`src/rtl/cla_mw_sequencer.sv`:
```
// Multi-word add/subtract sequencer driving one external W-bit CLA,
// least-significant word first, with a registered inter-word carry.
module cla_mw_sequencer #(
    parameter int W      = 16,
    parameter int NWORDS = 4
) (
    input  logic                clk,
    input  logic                rst,
    input  logic                in_valid,
    output logic                in_ready,
    input  logic [NWORDS*W-1:0] in_a,
    input  logic [NWORDS*W-1:0] in_b,
    input  logic                in_sub,
    output logic                out_valid,
    input  logic                out_ready,
    output logic [NWORDS*W-1:0] out_sum,
    output logic                out_cout,
    output logic                out_ovf,
    output logic                busy,
    output logic [W-1:0]        add_a,
    output logic [W-1:0]        add_b,
    output logic                add_cin,
    input  logic [W-1:0]        add_sum,
    input  logic                add_cout
);

    localparam int N  = NWORDS * W;
    localparam int IW = (NWORDS > 1) ? $clog2(NWORDS) : 1;
    localparam logic [IW-1:0] LAST = IW'(NWORDS - 1);

    typedef enum logic [1:0] {
        IDLE = 2'd0,
        RUN  = 2'd1,
        DONE = 2'd2
    } state_t;

    state_t          state;
    state_t          state_nxt;
    logic [IW-1:0]   idx;
    logic            carry;
    logic [N-1:0]    a_reg;
    logic [N-1:0]    b_reg;
    logic [N-1:0]    sum_reg;
    logic [N-1:0]    sum_nxt;
    logic [N-1:0]    res_reg;
    logic            cout_reg;
    logic            ovf_reg;
    logic            accept;
    logic            last;

    assign accept = (state == IDLE) && in_valid;
    assign last   = (state == RUN) && (idx == LAST);

    always_ff @(posedge clk) begin
        if (rst) state <= IDLE;
        else     state <= state_nxt;
    end

    always_comb begin
        state_nxt = state;
        unique case (1'b1)
            (state == IDLE): if (in_valid)  state_nxt = RUN;
            (state == RUN):  if (last)      state_nxt = DONE;
            (state == DONE): if (out_ready) state_nxt = IDLE;
            default:                        state_nxt = IDLE;
        endcase
    end

    // Final result is assembled with the top word straight from the adder,
    // so the visible result only changes on completion.
    always_comb begin
        sum_nxt = sum_reg;
        sum_nxt[idx*W +: W] = add_sum;
    end

    always_ff @(posedge clk) begin
        if (rst) begin
            idx      <= '0;
            carry    <= 1'b0;
            a_reg    <= '0;
            b_reg    <= '0;
            sum_reg  <= '0;
            res_reg  <= '0;
            cout_reg <= 1'b0;
            ovf_reg  <= 1'b0;
        end else if (accept) begin
            a_reg <= in_a;
            b_reg <= in_sub ? ~in_b : in_b;
            carry <= in_sub;
            idx   <= '0;
        end else if (state == RUN) begin
            sum_reg <= sum_nxt;
            carry   <= add_cout;
            idx     <= last ? '0 : idx + 1'b1;
            if (last) begin
                res_reg  <= sum_nxt;
                cout_reg <= add_cout;
                ovf_reg  <= (a_reg[N-1] == b_reg[N-1]) &&
                            (add_sum[W-1] != a_reg[N-1]);
            end
        end
    end

    always_comb begin
        in_ready  = !rst && (state == IDLE);
        out_valid = !rst && (state == DONE);
        busy      = !rst && (state == RUN || state == DONE);
        add_a     = '0;
        add_b     = '0;
        add_cin   = 1'b0;
        if (!rst && state == RUN) begin
            add_a   = a_reg[idx*W +: W];
            add_b   = b_reg[idx*W +: W];
            add_cin = carry;
        end
        out_sum  = rst ? '0 : res_reg;
        out_cout = !rst && cout_reg;
        out_ovf  = !rst && ovf_reg;
    end

endmodule

```
`config.mk`:
```
export PLATFORM = sky130hd
export DESIGN_NAME = cla_mw_sequencer
export DESIGN_NICKNAME = d
export VERILOG_FILES = /design/src/rtl/cla_mw_sequencer.sv
export SDC_FILE = /design/constraint.sdc
export NUM_CORES = 1
export LEC_CHECK = 0
export ABC_AREA = 1
export BUFFER_PORTS_ARGS = -buffer_cell sky130_fd_sc_hd__buf_2
export CAP_MARGIN = 20
export CORE_ASPECT_RATIO = 0.5
export CORE_MARGIN = 2
export CORE_UTILIZATION = 40
export CTS_CLUSTER_DIAMETER = 100
export DETAILED_ROUTE_END_ITERATION = 10
export SETUP_SLACK_MARGIN = 0.05
export SLEW_MARGIN = 20
export SYNTH_ARGS = -nofsm -noshare
export SYNTH_HDL_FRONTEND = slang
export SYNTH_SLANG_ARGS = --single-unit
```
`constraint.sdc`:
```
create_clock -name clk -period 4.7 [get_ports clk]
set_input_delay 0.94 -clock clk [delete_from_list [all_inputs] [get_ports clk]]
set_output_delay 0.94 -clock clk [all_outputs]
set_load 0.01 [all_outputs]
```
Word level (Yosys, flattened, before mapping)

Cells that the tools add are included.

Register bits after elaboration: 263
Input port bits: 150
Output and inout bits: 102
Logic and storage cells: 55

$add $sub $neg: 2
Equality and inequality tests: 8
Shift-type cells: 4
Multiplexer cells: 13
Bitwise operators: 2
Reductions and logical operators: 17

Operator list:

| cell                                                                      | count |
|---|---|
| 64-bit two-way mux                                                        | 2 |
| 64-bit by 7-bit indexed part select with 16-bit output                    | 2 |
| 64-bit bitwise mux                                                        | 1 |
| 64-bit inverter                                                           | 1 |
| 16-bit by 34-bit variable shift with 64-bit output (first input constant) | 1 |
| 16-bit by 34-bit indexed part select with 64-bit output                   | 1 |
| 6-bit negation with 34-bit output                                         | 1 |
| 16-bit two-way mux                                                        | 2 |
| 1-bit logical AND                                                         | 9 |
| 2-bit two-way mux                                                         | 4 |
| 2-bit inequality test (second input constant)                             | 3 |
| 2-bit one-hot mux with 3 select lines                                     | 1 |
| 3-bit AND reduction                                                       | 2 |
| 2-bit equality test (second input constant)                               | 2 |
| 1-bit two-way mux                                                         | 3 |
| 2-bit by 1-bit adder with 2-bit output (second input constant)            | 1 |
| 2-bit by 1-bit equality test with 1-bit output (second input constant)    | 1 |
| 2-bit zero test                                                           | 1 |
| 2-bit AND reduction                                                       | 1 |
| 2-bit nonzero test                                                        | 1 |
| 2-bit OR reduction                                                        | 1 |
| 1-bit equality test                                                       | 1 |
| 1-bit zero test                                                           | 1 |
| 1-bit logical OR                                                          | 1 |
| other kinds (2)                                                           | 2 |

Logic depth before layout (Yosys ltp)

Gate-level depths: netlist of the first run.

Depth in word-level cells: 4
Gate-level depth with buffers: 13
Depth with buffers taken out: 9

Least setup slack after synthesis of the first run

No wires, ideal clock.

Path type: input port to output port
Start point: in rst
End point: out out_sum[13]
Arrival: 1.600 ns
Required time: 3.760 ns
Path slack: 2.160 ns
Cell stages on the path: 3
Path buffers: 2
Cells stage by stage: clkbuf_1 -> buf_1 -> nor2_1

Word-level cells in the longest chain between the ends: 1

Ends and longest elaborated chain:

| what               | RTL line | RTL |
|---|---|---|
| from (decl)        | 8        | `input logic rst,` |
| 64-bit two-way mux | 116      | `out_sum = rst ? '0 : res_reg;` |
| to (decl)          | 16       | `output logic [NWORDS*W-1:0] out_sum,` |

No other way between the ends.

Worst setup path in the final report of the first run

Start point: reg idx[1]
End point: out add_b[3]

Word-level cells in the longest chain between the ends: 2

Ends and longest elaborated chain:

| what                                                   | RTL line | RTL |
|---|---|---|
| from (decl)                                            | 39       | `logic [IW-1:0] idx;` |
| from (signal assigned)                                 | 94       | `idx <= last ? '0 : idx + 1'b1;` |
| 64-bit by 7-bit indexed part select with 16-bit output | 113      | `add_b = b_reg[idx*W +: W];` |
| 16-bit two-way mux                                     | 111      | `if (!rst && state == RUN) begin` |
| to (decl)                                              | 21       | `output logic [W-1:0] add_b,` |

No other way between the ends.

==> metrics.md, run 1 <==
| Metric | Value |
|---|---|
| Status | `finished clean` |
| Worst VDD drop | `0.249 mV` |
| Gr ovfl total | `0` |
| GRT Total Usage | `21.3%` |
| Commonest non-fill, non-tap cells in the layout | `nor2_1 (455), buf_2 (249), dfxtp_1 (246)` |
| Drc violations | `0` |
| Pre-CTS setup slack | `1.48 ns` |
| Die area | `31700 µm²` |
| Worst Tran Pin Value | `1.05 ns` |
| Worst-path clk slew | `~0.060 ns` |
| Nets | `2135` |
| Final hold violation count | `0` |
| Chip Width | `between 200 and 250 µm` |
| Drt wl/cell | `14.8 µm` |
| Synth Warn # | `0` |
| Core area | `29300 µm²` |
| Hold endpoint | `a_reg[56]` |
| Drt first pass iters | `5` |
| Max_slew headroom | `between 20 and 30%` |
| Clock Path Buffers | `3` |
| Row count | `44` |
| Area delta synth->final | `17.2%` |
| CTS root buffer | `clkbuf_16` |
| Post-CTS setup buffer count | `0` |
| Startpoint Class | `register` |
| Final WL | `35400 µm` |
| Final GP Congestion | `0.867` |
| Highest clock rate | `0.302 GHz` |
| Hold Path Depth | `2` |
| Initial core utilization | `41.2%` |
| Port Buffers | `251` |
| Num CTS Buffers | `25` |
| Slowest stage delay, CP | `0.61 ns` |
| Seq/Total Area, Yosys | `40.9%` |
| Fraction of layout instances using a drive strength above 1 | `16.1%` |
| Starting DRT DRC Count | `992` |
| Total power | `between 7 and 8 mW` |
| Worst Setup Slack, final | `1.39 ns` |
| Vias per inst | `around 4.8` |
| Post-CTS sizing | `0` |
| Hpwl dp | `23600 µm` |
| Syn avg cell area | `6.64 µm²` |
| Clock latency on the worst-skew pair | `0.54 ns` |
| Critical-path cell list | `inv_1 > buf_4 > nor2_1 > o21ai_0 > a21oi_1 > buf_2` |
| Unrepaired setup endpoints after global routing | `false` |
| Fin crit period | `roughly 3.3 ns` |
| Synth Register Bits | `247` |
| Worst Hold Class | `reg -> reg` |
| Slew Viols, Final | `0` |
| Mapped cell area | `12100 µm²` |
| Post-Syn Nets | `approximately 2000` |
| Setup TNS | `0 ns` |
| TritonCTS clock tree | `built` |
| Worst r2r src | `idx[0]` |
| WP data required | `around 3.8 ns` |
| Routed via count | `~11000` |
| MaxCap Viol Count | `0` |
| Crit path max-delay cell type | `inv_1` |
| Sink Count | `247` |
| Worst Reg-to-Reg Cells | `8` |
| Syn Inst Count | `1819` |
| Number of global-route vias before repair | `10200` |
| Initial antenna violation count | `8` |
| Tcrit/Tclk final | `70.5%` |
| Post-DRT Antenna Nets | `0` |
| Chip height | `127 µm` |
| H-tree levels | `1` |
| Cts hold-fix bufs | `0` |
| Largest net degree at the start of global routing | `192` |
| Nature of the critical path endpoint | `primary output` |
| Top Ports | `252` |
| Pleak | `around 6.6 nW` |
| Clk_skew | `0.0117 ns` |
| Core Util, Final | `48.2%` |
| R2r endpoint | `res_reg[31]` |
| Most common cell after layout, fill and taps aside | `nor2_1` |
| Synth unique cells | `27` |
| Hold path start | `a_reg[56]` |
| First-pass GRT wire length | `54700 µm` |
| Setup violators final | `0` |
| CP Max Fanout | `20` |
| CP Class | `reg -> out` |
| Pwr/cell area | `511 nW/µm²` |
| Critical Path AT | `2.37 ns` |
| Worst R2R Setup Slack | `about 1.9 ns` |
[logic make-up (layout without fill, tap and decap cells)]
kind of cell    count (synthesis)  in the layout  share of synthesized area [%]
compound gates                379            379                           15.8
xor+xnor                       64             64                           4.64
fa+ha+maj                       9              9                          0.932
buf+inv                       335            511                           11.6
flops                         247            247                           40.9
other cells                     0              8                              0
simple gates                  785            785                           26.2
[worst max-delay path by stage]
| stage | startpoint | to | slack (ns) |
|---|---|---|---|
| 2_1_floorplan | rst | out_sum[13] | 2.16 |
| 3_3_place_gp | rst | out_sum[56] | 1.49 |
| 3_5_place_dp | rst | out_sum[11] | 1.48 |
| 4_1_cts | idx[1] | add_b[13] | 1.38 |
| 5_1_grt | idx[0] | add_b[13] | 1.25 |
| 6_report | idx[1] | add_b[3] | 1.39 |
[cell type report]
class                           instances  area (µm²)
Inverter                              200         754
Timing Repair Buffer                  265        1380
Fill cell                            3095       15200
Antenna cell                            8        20.0
Multi-Input combinational cell       1237        5760
Tap cell                              391         489
Sequential cell                       247        4950
Clock inverter                         10         110
Clock buffer                           36         697
[cell usage after synthesis]
library cell,n,area share [%]
buf_2,64,2.7
ha_1,9,0.93
clkinv_2,1,0.041
nor2_8,1,0.17
buf_4,11,0.68
xnor2_1,64,4.6
o211ai_1,2,0.12
nor2_4,1,0.093
nor2_1,455,14
a211oi_1,1,0.062
a21oi_1,165,6.8
buf_6,2,0.19
nor3_2,1,0.083
o21ai_1,10,0.41
clkinv_1,1,0.031
inv_1,192,6.0
o22ai_1,1,0.052
dfxtp_1,247,41
clkbuf_1,50,1.6
nand3_1,130,5.4
nand2_2,2,0.10
nand3_2,1,0.083
nor2_2,3,0.16
o21ai_0,200,8.3
inv_2,6,0.19
nand2_1,191,5.9
buf_1,8,0.25
[report_power, final]
part	switching [mW]	internal (mW)	total (mW)
sequential	0.216	2.57	2.79
clock	0.878	1.15	2.03
combinational	1.63	0.794	2.42
total	2.72	4.51	7.23
[critical path: cells and delay by family (launching register included)]
| family | cells | cell delay, ns |
|---|---|---|
| buffers and inverters | 3 | 1.12 |
| AOI/OAI and AO/OA | 2 | 0.32 |
| DFF | 1 | 0.31 |
| and+or+nand+nor | 1 | 0.06 |
[layer usage]
metal  GRT usage (%)  up-vias  share of wire, %  wire length (µm)
li1                -     6032                 -                 -
met1            28.9     5122                46             16400
met2            34.7      258                46             16500
met3            3.06       63               4.2              1490
met4            8.15        0               3.2              1120
met5               0        -                 0                 0
[stage by stage]
| stage | instance area (µm²) | hold WS [ns] | instances |
|---|---|---|---|
| after floorplan | 12100 | 0.430 | 1819 |
| after global placement | 13300 | 0.455 | 2340 |
| after detailed placement | 13300 | 0.466 | 2340 |
| after CTS | 14100 | 0.481 | 2386 |
| after global routing | 14100 | 0.496 | 2393 |
| final | 14200 | 0.476 | 2394 |
Power figures use the tool's default switching activity.
==> run 2: changes to the inputs <==
==> constraint.sdc (replaced) <==
create_clock -name clk -period 3 [get_ports clk]
set_input_delay 0.6 -clock clk [delete_from_list [all_inputs] [get_ports clk]]
set_output_delay 0.6 -clock clk [all_outputs]
set_load 0.01 [all_outputs]
==> run 2 against run 1 <==
Final area up 0.53%. Critical path depth unchanged. Sequential share of layout area down 0.18 points. Register-to-register slack worse by 1.2 ns. Combinational power up 58%. Highest routed layer unchanged.
==> metrics.md, run 2 (same netlist as run 1, synthesis figures left out) <==
| Metric | Value |
|---|---|
| Vias per inst | `4.84` |
| H-tree levels | `1` |
| Row count | `44` |
| Pleak | `6.68 nW` |
| Num CTS Buffers | `23` |
| Critical Path AT | `2.13 ns` |
| Drc violations | `0` |
| CP Class | `reg -> out` |
| Nets | `around 2100` |
| Setup TNS | `0 ns` |
| First-pass GRT wire length | `56600 µm` |
| Highest clock rate | `approximately 0.37 GHz` |
| Commonest non-fill, non-tap cells in the layout | `nor2_1 (455), buf_2 (249), dfxtp_1 (246)` |
| GRT Total Usage | `between 20 and 25%` |
| Initial core utilization | `41.2%` |
| DP Area | `13500 µm²` |
| Largest net degree at the start of global routing | `151` |
| Core area | `29300 µm²` |
| Hold path start | `in_a[44]` |
| TritonCTS clock tree | `built` |
| R2r endpoint | `res_reg[36]` |
| Starting DRT DRC Count | `1107` |
| Top Ports | `252` |
| Drt first pass iters | `5` |
| Clk_skew | `0.0145 ns` |
| Clock latency on the worst-skew pair | `around 0.52 ns` |
| Most used cell, CP | `nor2_1` |
| Drt wl/cell | `15.0 µm` |
| Unrepaired setup endpoints after global routing | `false` |
| Cts hold-fix bufs | `0` |
| Max_slew headroom | `around 52%` |
| Final GP Congestion | `0.898` |
| Routed via count | `11600` |
| Area delta synth->final | `17.8%` |
| Chip Width | `250 µm` |
| Worst Tran Pin Value | `0.719 ns` |
| Setup violators final | `0` |
| Gr ovfl total | `0` |
| Worst Reg-to-Reg Cells | `9` |
| MaxCap Viol Count | `0` |
| Status | `finished clean` |
| Post-CTS setup buffer count | `0` |
| Hold Path Depth | `3` |
| Worst path top cell family by delay | `buffers and inverters` |
| WP buf/inv | `2` |
| Clock Path Buffers | `3` |
| Worst r2r src | `idx[0]` |
| Hold endpoint | `a_reg[44]` |
| Post-CTS sizing | `0` |
| CTS root buffer | `clkbuf_16` |
| Critical-path cell list | `buf_4 > nor2_1 > nor2_1 > o21ai_0 > a21oi_1 > buf_2` |
| Port Buffers | `about 250` |
| Slowest stage delay, CP | `0.46 ns` |
| Tcrit/Tclk final | `90.9%` |
| Worst VDD drop | `0.568 mV` |
| Slew Viols, Final | `0` |
| Startpoint Class | `register` |
| Post-route cell area | `14200 µm²` |
| Final hold violation count | `0` |
| Fin crit period | `around 2.7 ns` |
| Nature of the critical path endpoint | `primary output` |
| Crit path max-delay cell type | `buf_4` |
| Worst R2R Setup Slack | `0.68 ns` |
| Die area | `roughly 32000 µm²` |
| Worst-path clk slew | `roughly 0.070 ns` |
| CP Max Fanout | `41` |
| Fraction of layout instances using a drive strength above 1 | `between 10% and 20%` |
| Sink Count | `247` |
| Hpwl dp | `24500 µm` |
| Initial antenna violation count | `4` |
| Core Util, Final | `48.5%` |
| Worst Hold Class | `in -> reg` |
| Pwr/cell area | `785 nW/µm²` |
| WP data required | `2.40 ns` |
| Post-DRT Antenna Nets | `0` |
| Number of global-route vias before repair | `roughly 10000` |
| Chip height | `127 µm` |
| Most common cell after layout, fill and taps aside | `nor2_1` |
| Final WL | `35900 µm` |
run 2: cell types whose count changed in the layout (fill, tap and decap cells not counted), moves of 2 or more:
cell and change:
inv_6 -2, buf_12 +5, diode_2 -4, buf_4 +8, clkinv_2 -4, clkbuf_16 -2
clkbuf_8 +6, bufinv_16 -2
run 2: metal layers:
layer / wire, µm / GRT usage, % / vias to the layer above / part of all wire (%)
met4: 849 / 5.99 / 0 / 2.4
met3: 1330 / 2.91 / 54 / 3.7
met1: 17300 / 30.6 / 5251 / 48
li1: - / - / 6051 / -
met5: 0 / 0 / - / 0
met2: 16400 / 35.7 / 260 / 46
run 2: area by class of cell:
| cell class | instances | area (µm²) |
|---|---|---|
| fillers | 3119 | 15100 |
| diodes | 4 | 10.0 |
| flip-flops and latches | 247 | 4950 |
| repair buffers | 278 | 1540 |
| clock inverters | 2 | 12.5 |
| inverters | 200 | 754 |
| clock buffers | 39 | 726 |
| multi-input cells | 1237 | 5750 |
| well taps | 391 | 489 |
run 2: where the power goes:
group	internal [mW]	switching, mW	leakage, nW	total, mW
Combinational	1.28	2.53	4.29	3.82
Clock	1.64	1.29	0.360	2.94
Sequential	4.03	0.378	2.03	4.41
run 2: metrics by stage:
step                      power [mW]  hold WS (ns)  std cells  setup slack (ns)
after floorplan                 7.33         0.430       1819              1.06
after global placement          8.22         0.454       2353             0.749
after detailed placement        8.27         0.457       2353             0.725
after CTS                       11.2         0.316       2394             0.249
after global routing            12.0         0.325       2398             0.130
final                           11.2         0.328       2398             0.272
run 2: how the worst max path moves through the flow:
| stage | cells past startpoint | from | to |
|---|---|---|---|
| after global placement | 9 | idx[0] | res_reg[41] |
| after CTS | 6 | idx[0] | add_b[5] |
| after global routing | 6 | idx[0] | add_b[14] |
| after floorplan | 12 | idx[0] | res_reg[40] |
| after detailed placement | 9 | idx[0] | res_reg[36] |
| final | 6 | idx[0] | add_b[5] |
run 2: worst min-delay path, cell delays in order:
cell and delay, ns:
buf_2 0.07, o21ai_0 0.07, nor2_1 0.08
